### src/rtl/ps2_key_receiver.sv
// ps2_key_receiver: PS/2 keyboard deframer delivering make-codes to the Memory key port
//   clock, reset        system clock, async active-high reset
//   ps2_clk, ps2_data   raw PS/2 lines, asynchronous to clock
//   key_reg             last accepted key code (held between keys)
//   sample              1-cycle pulse when key_reg updates
//   frame_err           1-cycle pulse when a frame is discarded (parity, stop, timeout)
//   busy                high while a frame is being received
module ps2_key_receiver #(
  parameter int FILTER_LEN     = 8,
  parameter int TIMEOUT_CYCLES = 50000,
  parameter bit FILTER_BREAK   = 1'b1
) (
  input  logic       clock,
  input  logic       reset,
  input  logic       ps2_clk,
  input  logic       ps2_data,
  output logic [7:0] key_reg,
  output logic       sample,
  output logic       frame_err,
  output logic       busy
);
  localparam int FW = $clog2(FILTER_LEN + 1);
  localparam int WW = $clog2(TIMEOUT_CYCLES + 1);
  localparam logic [FW-1:0] F_LAST = FW'(FILTER_LEN - 1);
  localparam logic [WW-1:0] W_LAST = WW'(TIMEOUT_CYCLES - 1);
  typedef enum logic {IDLE, RECV} state_t;
  logic [1:0] clk_sync_q, clk_sync_d, dat_sync_q, dat_sync_d;
  logic [FW-1:0] fcnt_q, fcnt_d;
  logic filt_q, filt_d, prev_q, prev_d;
  state_t state_q, state_d;
  logic [3:0] cnt_q, cnt_d;
  logic [7:0] shift_q, shift_d, key_q, key_d;
  logic [WW-1:0] wd_q, wd_d;
  logic par_q, par_d, brk_q, brk_d, sample_q, sample_d, err_q, err_d;
  logic flip, fall, din, valid;
  // Filtered clock only toggles after FILTER_LEN consecutive opposite samples.
  always_comb begin
    clk_sync_d = {clk_sync_q[0], ps2_clk};
    dat_sync_d = {dat_sync_q[0], ps2_data};
    flip = (clk_sync_q[1] != filt_q) && (fcnt_q == F_LAST);
    fcnt_d = (clk_sync_q[1] == filt_q || flip) ? '0 : fcnt_q + 1'b1;
    filt_d = flip ? ~filt_q : filt_q;
    prev_d = filt_q;
  end
  assign fall  = prev_q & ~filt_q;
  assign din   = dat_sync_q[1];
  assign valid = (^{shift_q, par_q}) & din;
  // cnt_q holds the index of the bit taken on the next fall: 1..8 data, 9 parity, 10 stop.
  always_comb begin
    state_d  = state_q;
    cnt_d    = cnt_q;
    shift_d  = shift_q;
    par_d    = par_q;
    brk_d    = brk_q;
    key_d    = key_q;
    wd_d     = wd_q;
    sample_d = 1'b0;
    err_d    = 1'b0;
    if (state_q == IDLE) begin
      if (fall && !din) begin
        state_d = RECV;
        cnt_d   = 4'd1;
        wd_d    = '0;
      end
    end else if (fall) begin
      wd_d  = '0;
      cnt_d = cnt_q + 4'd1;
      if (cnt_q <= 4'd8) shift_d = {din, shift_q[7:1]};
      else if (cnt_q == 4'd9) par_d = din;
      else begin
        state_d = IDLE;
        cnt_d   = '0;
        if (!valid) err_d = 1'b1;
        else if (FILTER_BREAK && shift_q == 8'hF0) brk_d = 1'b1;
        else if (FILTER_BREAK && brk_q) brk_d = 1'b0;
        else begin
          key_d    = shift_q;
          sample_d = 1'b1;
        end
      end
    end else if (wd_q == W_LAST) begin
      state_d = IDLE;
      cnt_d   = '0;
      err_d   = 1'b1;
    end else wd_d = wd_q + 1'b1;
  end
  always_ff @(posedge clock or posedge reset) begin
    if (reset) begin
      clk_sync_q <= 2'b11;
      dat_sync_q <= 2'b11;
      fcnt_q     <= '0;
      filt_q     <= 1'b1;
      prev_q     <= 1'b1;
      state_q    <= IDLE;
      cnt_q      <= '0;
      shift_q    <= '0;
      par_q      <= 1'b0;
      brk_q      <= 1'b0;
      key_q      <= '0;
      wd_q       <= '0;
      sample_q   <= 1'b0;
      err_q      <= 1'b0;
    end else begin
      clk_sync_q <= clk_sync_d;
      dat_sync_q <= dat_sync_d;
      fcnt_q     <= fcnt_d;
      filt_q     <= filt_d;
      prev_q     <= prev_d;
      state_q    <= state_d;
      cnt_q      <= cnt_d;
      shift_q    <= shift_d;
      par_q      <= par_d;
      brk_q      <= brk_d;
      key_q      <= key_d;
      wd_q       <= wd_d;
      sample_q   <= sample_d;
      err_q      <= err_d;
    end
  end
  assign key_reg   = key_q;
  assign sample    = sample_q;
  assign frame_err = err_q;
  assign busy      = (state_q == RECV);
endmodule

### config.mk
export PLATFORM = sky130hd
export DESIGN_NAME = ps2_key_receiver
export DESIGN_NICKNAME = d
export VERILOG_FILES = /design/src/rtl/ps2_key_receiver.sv
export SDC_FILE = /design/constraint.sdc
export NUM_CORES = 1
export LEC_CHECK = 0
export ABC_AREA = 1
export ABC_CLOCK_PERIOD_IN_PS = 1600
export CORE_ASPECT_RATIO = 1.4
export CORE_MARGIN = 3
export CORE_UTILIZATION = 40
export CTS_CLUSTER_SIZE = 16
export DETAILED_ROUTE_END_ITERATION = 7
export GPL_ROUTABILITY_DRIVEN = 1
export GPL_TIMING_DRIVEN = 0
export HOLD_SLACK_MARGIN = 0.06
export PLACE_DENSITY_LB_ADDON = 0.08
export SYNTH_ARGS = -nofsm -noshare
export SYNTH_HDL_FRONTEND = slang
export SYNTH_SLANG_ARGS = --single-unit
### constraint.sdc
create_clock -name clock -period 1.6 [get_ports clock]
set_clock_uncertainty 0.05 [all_clocks]
set_input_delay 0.24 -clock clock [delete_from_list [all_inputs] [get_ports clock]]
set_output_delay 0.24 -clock clock [all_outputs]
set_load 0.05 [all_outputs]
==> flow_summary_export.csv, run 1 <==
group,metric,value,unit
run_status,status,"complete, but fails checks",
run_status,violations,"setup timing",
worst_setup_path,cp_cell_sequence,"inv_2, ha_4, a21oi_4, nand2_2, nor3_4, buf_6, nand4_4, nand2_1, nand2_1",
clock_network,insertion_delay,0.30,ns
power_and_ir_drop,design_power_total,4.30,mW
timing,period_needed,1.77,ns
timing,slew_violations,0,
clock_network,clk_path_buf_depth,2,
synth,syn-mean-instance-area,8.23,um^2
clock_network,root_buffer,"clkbuf_8",
placement,post-dp-hpwl,4300,um
floorplan,io_pins,15,
timing,setup-violations-final,22,
timing,tns,-1.86,ns
timing,setup_ws,-0.171,ns
routing,via_count,2434,
cells_and_area,layout_commonest_cell,"nand2_1",
timing,fin_crit_sh,111,%
timing,max-slew-margin-rel,25.3,%
worst_setup_path,r2r_slack,-0.17,ns
worst_setup_path,cp_slowest_cell,"dfrtp_1",
clock_network,tritoncts.num_buffers,5,
synth,synth_edf_count,0,
power_and_ir_drop,p_sw,1.76,mW
floorplan,rows,35,
global_routing,grt_pass1_wl,11200,um
power_and_ir_drop,p_int,2.54,mW
clock_network,clk_pin_slew,0.09,ns
power_and_ir_drop,p_comb_share,45.7,%
cells_and_area,fillers,627,
worst_setup_path,arrival,1.93,ns
synth,synthArstFlopShare,100,%
power_and_ir_drop,seq_power_share,37.3,%
worst_setup_path,crit_type,"reg -> reg",
power_and_ir_drop,clockPowerShare,16.9,%
routing,wl_per_cell,14.1,um
worst_setup_path,cp_common_cell,"nand2_1",
clock_network,htree_levels,2,
floorplan,die_area,0.00796,mm^2
power_and_ir_drop,power_density,1150,mW/mm^2
cells_and_area,antenna_cells,0,
cells_and_area,nNetsFinal,401,
global_routing,grt_pass1_vias,2388,
floorplan,die_w,76.3,um
floorplan,start_util,41.5,%
cells_and_area,register_area,0.00129,mm^2
cells_and_area,syn2layout_area_growth,34.6,%
placement,dpl.cell_count,442,
cells_and_area,final_cell_mix,"82 x nand2_1, 41 x dfrtp_1, 27 x buf_4",
synth,seq_area_frac_synth,46.4,%
routing,drt_wl_total,6860,um
timing,hold_viol_final,0,
clock_network,cts_tree,"yes",
routing,drc,0,
synth,ys_ff_latch,51,
global_routing,gr-total-overflow,0,
cells_and_area,final_util,55.9,%
global_routing,antenna_found_initial,0,
power_and_ir_drop,p_sw_share,40.9,%
routing,via_per_inst,5.02,
floorplan,core_area,0.00666,mm^2
timing,max_freq,565,MHz
cells_and_area,largest_reg_flops,16,
synth,syn_area,0.00277,mm^2
cells_and_area,fin_cells,485,
placement,dpl_worst_slack,-0.262,ns
worst_setup_path,crit_required,1.76,ns
placement,gp_congestion,0.895,
placement,io_buffers,14,
floorplan,die_h,104,um
routing,ant_nets,0,
power_and_ir_drop,vdd_drop_max,0.517,mV
worst_setup_path,startpoint_type,"flop",
job,drv_cap,0,
clock_network,clock_sinks,51,
timing,grt_setup_unrepaired,"yes",
synth,syn-instance-count,336,
global_routing,grt_start_max_net_pins,52,
synth,syn_nets,345,
cells_and_area,multiInputGateArea,0.00159,mm^2
worst_setup_path,crit_path_end_kind,"flop",
synth,yosys_warnings,0,
global_routing,track_usage,17.6,%
synth,ys.flop_type,"dfrtp_1",
cells_and_area,drive_above_1_share,37.4,%
routing,drt-initial-drc-count,97,
min_path,hp-class,"in -> reg",
worst_setup_path,cpPeakStageDelay,0.43,ns
synth,ys_types,36,
worst_setup_path,path_max_fanout,5,
timing,worst_pin_slew,1.12,ns
power_and_ir_drop,leakagePower,1.75,nW
routing,first_pass_iters,4,
-- power by group through the flow --
stage	clock network [mW]	registers, mW	logic (mW)
6_report	0.727	1.61	1.97
5_1_grt	0.825	1.63	2.11
4_1_cts	0.761	1.59	1.89
3_5_place_dp	0	1.61	1.24
3_3_place_gp	0	1.61	1.22
2_1_floorplan	0	1.62	0.885
-- final timing paths --
check | startpoint | endpoint | depth (start not counted)
max reg2reg | cnt_q[0] | key_reg[7] | 9
min in group asynchronous | reset | key_reg[6] | 2
max | cnt_q[0] | key_reg[7] | 9
max in group asynchronous | reset | busy | 2
min | ps2_clk | clk_sync_q[0] | 1
min reg2reg | clk_sync_q[0] | clk_sync_q[1] | 0
-- metrics by stage --
| stage | cell area [um^2] | hold WS (ns) |
|---|---|---|
| 2_1_floorplan | 2800 | 0.194 |
| 3_3_place_gp | 3060 | 0.297 |
| 3_5_place_dp | 3060 | 0.297 |
| 4_1_cts | 3600 | 0.280 |
| 5_1_grt | 3720 | 0.271 |
| 6_report | 3720 | 0.287 |
-- what timing repair did --
action                                  4_1_cts  5_1_grt
resized for setup                            76       29
hold endpoints to repair                      0        0
endpoints found under the setup margin       49       40
hold buffers                                  0        0
setup buffers                                27        6
pin swaps                                    30       11
gates cloned                                  4        0
-- synth_stat cells (2+ instances only) --
library cell / number / area, um^2
buf_6: 2 / 22.5
nor2_1: 22 / 82.6
inv_2: 6 / 22.5
nand2_4: 2 / 22.5
inv_1: 34 / 128
o21ai_0: 13 / 65.1
o21ai_2: 7 / 61.3
xor2_1: 11 / 96.3
nor3_1: 7 / 35.0
o21ai_1: 4 / 20.0
nand3_1: 28 / 140
nor2_2: 5 / 31.3
nand3_2: 4 / 40.0
xnor2_1: 3 / 26.3
dfrtp_1: 45 / 1130
nand2_2: 4 / 25.0
ha_1: 5 / 62.6
clkbuf_1: 3 / 11.3
nand2_1: 102 / 383
o31ai_1: 2 / 15.0
dfstp_2: 6 / 158
nand4_1: 7 / 43.8
-- routing by layer --
layer | track usage, % | part of all wire, % | wire [um] | vias to the layer above
li1 | - | - | - | 1200
met1 | 19.0 | 40 | 2730 | 1160
met2 | 33.0 | 54 | 3710 | 52
met3 | 2.43 | 2.3 | 159 | 22
met4 | 8.68 | 3.8 | 263 | 0
met5 | 0 | 0 | 0 | -
-- worst max-delay path: cells and delay by family (launching register included) --
kind,cells,cell delay [ns]
AOI/OAI and AO/OA,1,0.13
adders and majority gates,1,0.17
buffers and inverters,2,0.23
DFF,1,0.43
and+or+nand+nor,5,0.67
-- kinds of logic (layout without fill, tap and decap cells) --
| logic type | Yosys count | in the layout | share of synthesized area [%] |
|---|---|---|---|
| simple gates | 187 | 189 | 32.1 |
| compound gates | 32 | 32 | 7.56 |
| flops | 51 | 51 | 46.4 |
| mux | 1 | 1 | 0.407 |
| xor+xnor | 14 | 14 | 4.43 |
| buf+inv | 46 | 101 | 6.83 |
| fa+ha+maj | 5 | 5 | 2.26 |
-- area by class of cell --
class	count	area share [%]
Buffer	6	1.48
Timing Repair Buffer	47	11.3
Clock buffer	5	1.85
Sequential cell	51	34.6
Inverter	40	4.47
Clock inverter	3	0.403
Tap cell	92	3.09
Multi-Input combinational cell	241	42.8
(Power assumes the default switching activity.)
==> run 2, diff against run 1 <==
--- a/config.mk
+++ b/config.mk
@@ -8,14 +8,14 @@
 export ABC_AREA = 1
 export ABC_CLOCK_PERIOD_IN_PS = 1600
 export CORE_ASPECT_RATIO = 1.4
-export CORE_MARGIN = 3
+export CORE_MARGIN = 2
 export CORE_UTILIZATION = 40
+export CTS_CLUSTER_DIAMETER = 100
 export CTS_CLUSTER_SIZE = 16
 export DETAILED_ROUTE_END_ITERATION = 7
 export GPL_ROUTABILITY_DRIVEN = 1
 export GPL_TIMING_DRIVEN = 0
 export HOLD_SLACK_MARGIN = 0.06
-export PLACE_DENSITY_LB_ADDON = 0.08
 export SYNTH_ARGS = -nofsm -noshare
 export SYNTH_HDL_FRONTEND = slang
 export SYNTH_SLANG_ARGS = --single-unit
==> flow_summary_export.csv, run 2 (same netlist as run 1, synthesis figures left out) <==
group,metric,value,unit
run_status,status,"complete, but fails checks",
run_status,violations,"setup timing",
timing,max_freq,573,MHz
routing,wl_per_cell,13.9,um
timing,period_needed,1.75,ns
cells_and_area,layout_commonest_cell,"nand2_1",
routing,drc,0,
clock_network,root_buffer,"clkbuf_8",
clock_network,clock_sinks,51,
worst_setup_path,critPathBufInv,3,
power_and_ir_drop,leakagePower,1.74,nW
global_routing,track_usage,18.7,%
worst_setup_path,cp_common_cell,"nand2_4",
timing,worst_pin_slew,1.10,ns
floorplan,rows,35,
cells_and_area,drive_above_1_share,40.8,%
placement,gp_congestion,0.898,
worst_setup_path,cp_slowest_cell,"dfrtp_1",
routing,drt-initial-drc-count,156,
worst_setup_path,path_max_fanout,5,
floorplan,core_area,0.00666,mm^2
floorplan,start_util,41.5,%
clock_network,clk_pin_slew,0.10,ns
routing,ant_nets,0,
floorplan,die_area,0.00760,mm^2
cells_and_area,final_util,56.6,%
worst_setup_path,startpoint_type,"flop",
floorplan,io_pins,15,
global_routing,grt_start_max_net_pins,52,
floorplan,die_h,102,um
global_routing,grt_pass1_wl,10900,um
timing,hold_viol_final,0,
floorplan,die_w,74.3,um
timing,tns,-2.13,ns
worst_setup_path,cpPeakStageDelay,0.43,ns
cells_and_area,nNetsFinal,400,
placement,post-dp-hpwl,4060,um
timing,fin_crit_sh,109,%
clock_network,htree_levels,2,
timing,slew_violations,0,
worst_setup_path,crit_type,"reg -> reg",
clock_network,clk_path_buf_depth,2,
cells_and_area,fillers,594,
global_routing,antenna_found_initial,0,
power_and_ir_drop,vdd_drop_max,0.578,mV
timing,max-slew-margin-rel,26.5,%
timing,setup_ws,-0.146,ns
cells_and_area,syn2layout_area_growth,36.2,%
power_and_ir_drop,power_density,1170,mW/mm^2
timing,grt_setup_unrepaired,"yes",
placement,io_buffers,14,
routing,via_per_inst,5.01,
global_routing,gr-total-overflow,0,
clock_network,cts_tree,"yes",
routing,via_count,2426,
routing,drt_wl_total,6710,um
clock_network,hold_buffers,0,
cells_and_area,register_area,0.00129,mm^2
worst_setup_path,arrival,1.91,ns
worst_setup_path,cp_top_family,"simple AND/OR/NAND/NOR gates",
job,drv_cap,0,
cells_and_area,antenna_cells,0,
cells_and_area,multiInputGateArea,0.00163,mm^2
cells_and_area,largest_reg_flops,16,
timing,setup-violations-final,25,
global_routing,grt_pass1_vias,2386,
clock_network,insertion_delay,0.32,ns
worst_setup_path,crit_path_end_kind,"flop",
worst_setup_path,cp_cell_sequence,"ha_4, nand2_4, inv_4, nand2_4, nor4_4, nand3_2, nand2_4, buf_12, buf_8, nand2_2, o31ai_1",
clock_network,tritoncts.num_buffers,5,
worst_setup_path,crit_required,1.76,ns
routing,first_pass_iters,4,
cells_and_area,final_cell_mix,"71 x nand2_1, 38 x dfrtp_1, 32 x nand2_2",
min_path,hp-class,"in -> reg",
run 2: changes by cell type in the layout (fill, tap and decap cells not counted), moves of 3 or more:
cell     delta
inv_2       +3
nand2_1    -11
nor2_2      -3
o21ai_1     -4
inv_1       -3
dfrtp_1     -3
o21ai_0     +4
nand2_2    +12
dfrtp_2     +3
run 2: final timing paths:
path / cells past startpoint / endpoint / slack, ns / startpoint
setup / recovery: 11 / wd_q[11] / -0.15 / wd_q[1]
hold / removal: 1 / clk_sync_q[0] / 0.27 / ps2_clk
setup reg to reg: 11 / wd_q[11] / -0.15 / wd_q[1]
hold reg to reg: 0 / clk_sync_q[1] / 0.31 / clk_sync_q[0]
max in group asynchronous: 2 / wd_q[11] / 0.36 / reset
min in group asynchronous: 2 / key_reg[3] / 0.47 / reset
run 2: final cells by class:
type                       instances  share of cell area [%]
sequential                        51                    34.3
clock inverter                     3                   0.598
clock buffer                       5                    1.83
timing repair buffer              46                    11.4
tap                               92                    3.06
buffer                             5                    1.16
inverter                          40                    4.42
multi-input combinational        242                    43.2
run 2: power by group:
| group | leakage [nW] | switching (mW) | internal [mW] |
|---|---|---|---|
| combinational | 1.02 | 1.17 | 0.837 |
| clock | 0.0485 | 0.469 | 0.315 |
| sequential | 0.671 | 0.156 | 1.45 |
| total | 1.74 | 1.79 | 2.60 |
run 2: through the flow:
step                setup WS (ns)  area (um^2)  cells  hold slack [ns]  power (mW)
floorplan                 0.00918         2800    336            0.194        2.50
global placement           -0.300         3060    442            0.296        2.80
detailed placement         -0.295         3060    442            0.298        2.82
CTS                       -0.0778         3620    480            0.269        4.26
global route               -0.252         3770    484            0.272        4.63
finish                     -0.146         3770    484            0.268        4.40
run 2: layer usage:
metal / GRT usage, % / wire [um] / vias to the layer above
li1: - / - / 1205
met1: 23.3 / 2920 / 1166
met2: 32.1 / 3420 / 42
met3: 3.16 / 221 / 13
met4: 7.42 / 153 / 0
met5: 0 / 0 / -
run 2: repair_timing:
item | in CTS | in global routing
cloned | 4 | 1
buffers inserted | 26 | 5
endpoints found under the setup margin | 49 | 40
gates resized for setup | 70 | 45
pin swaps | 23 | 24
==> run 3, diff against run 2 <==
--- a/config.mk
+++ b/config.mk
@@ -11,7 +11,7 @@
 export CORE_MARGIN = 2
 export CORE_UTILIZATION = 40
 export CTS_CLUSTER_DIAMETER = 100
-export CTS_CLUSTER_SIZE = 16
+export CTS_CLUSTER_SIZE = 12
 export DETAILED_ROUTE_END_ITERATION = 7
 export GPL_ROUTABILITY_DRIVEN = 1
 export GPL_TIMING_DRIVEN = 0
==> results of run 3 <==
Final layout, timing and power as in run 2 (identical DEF).
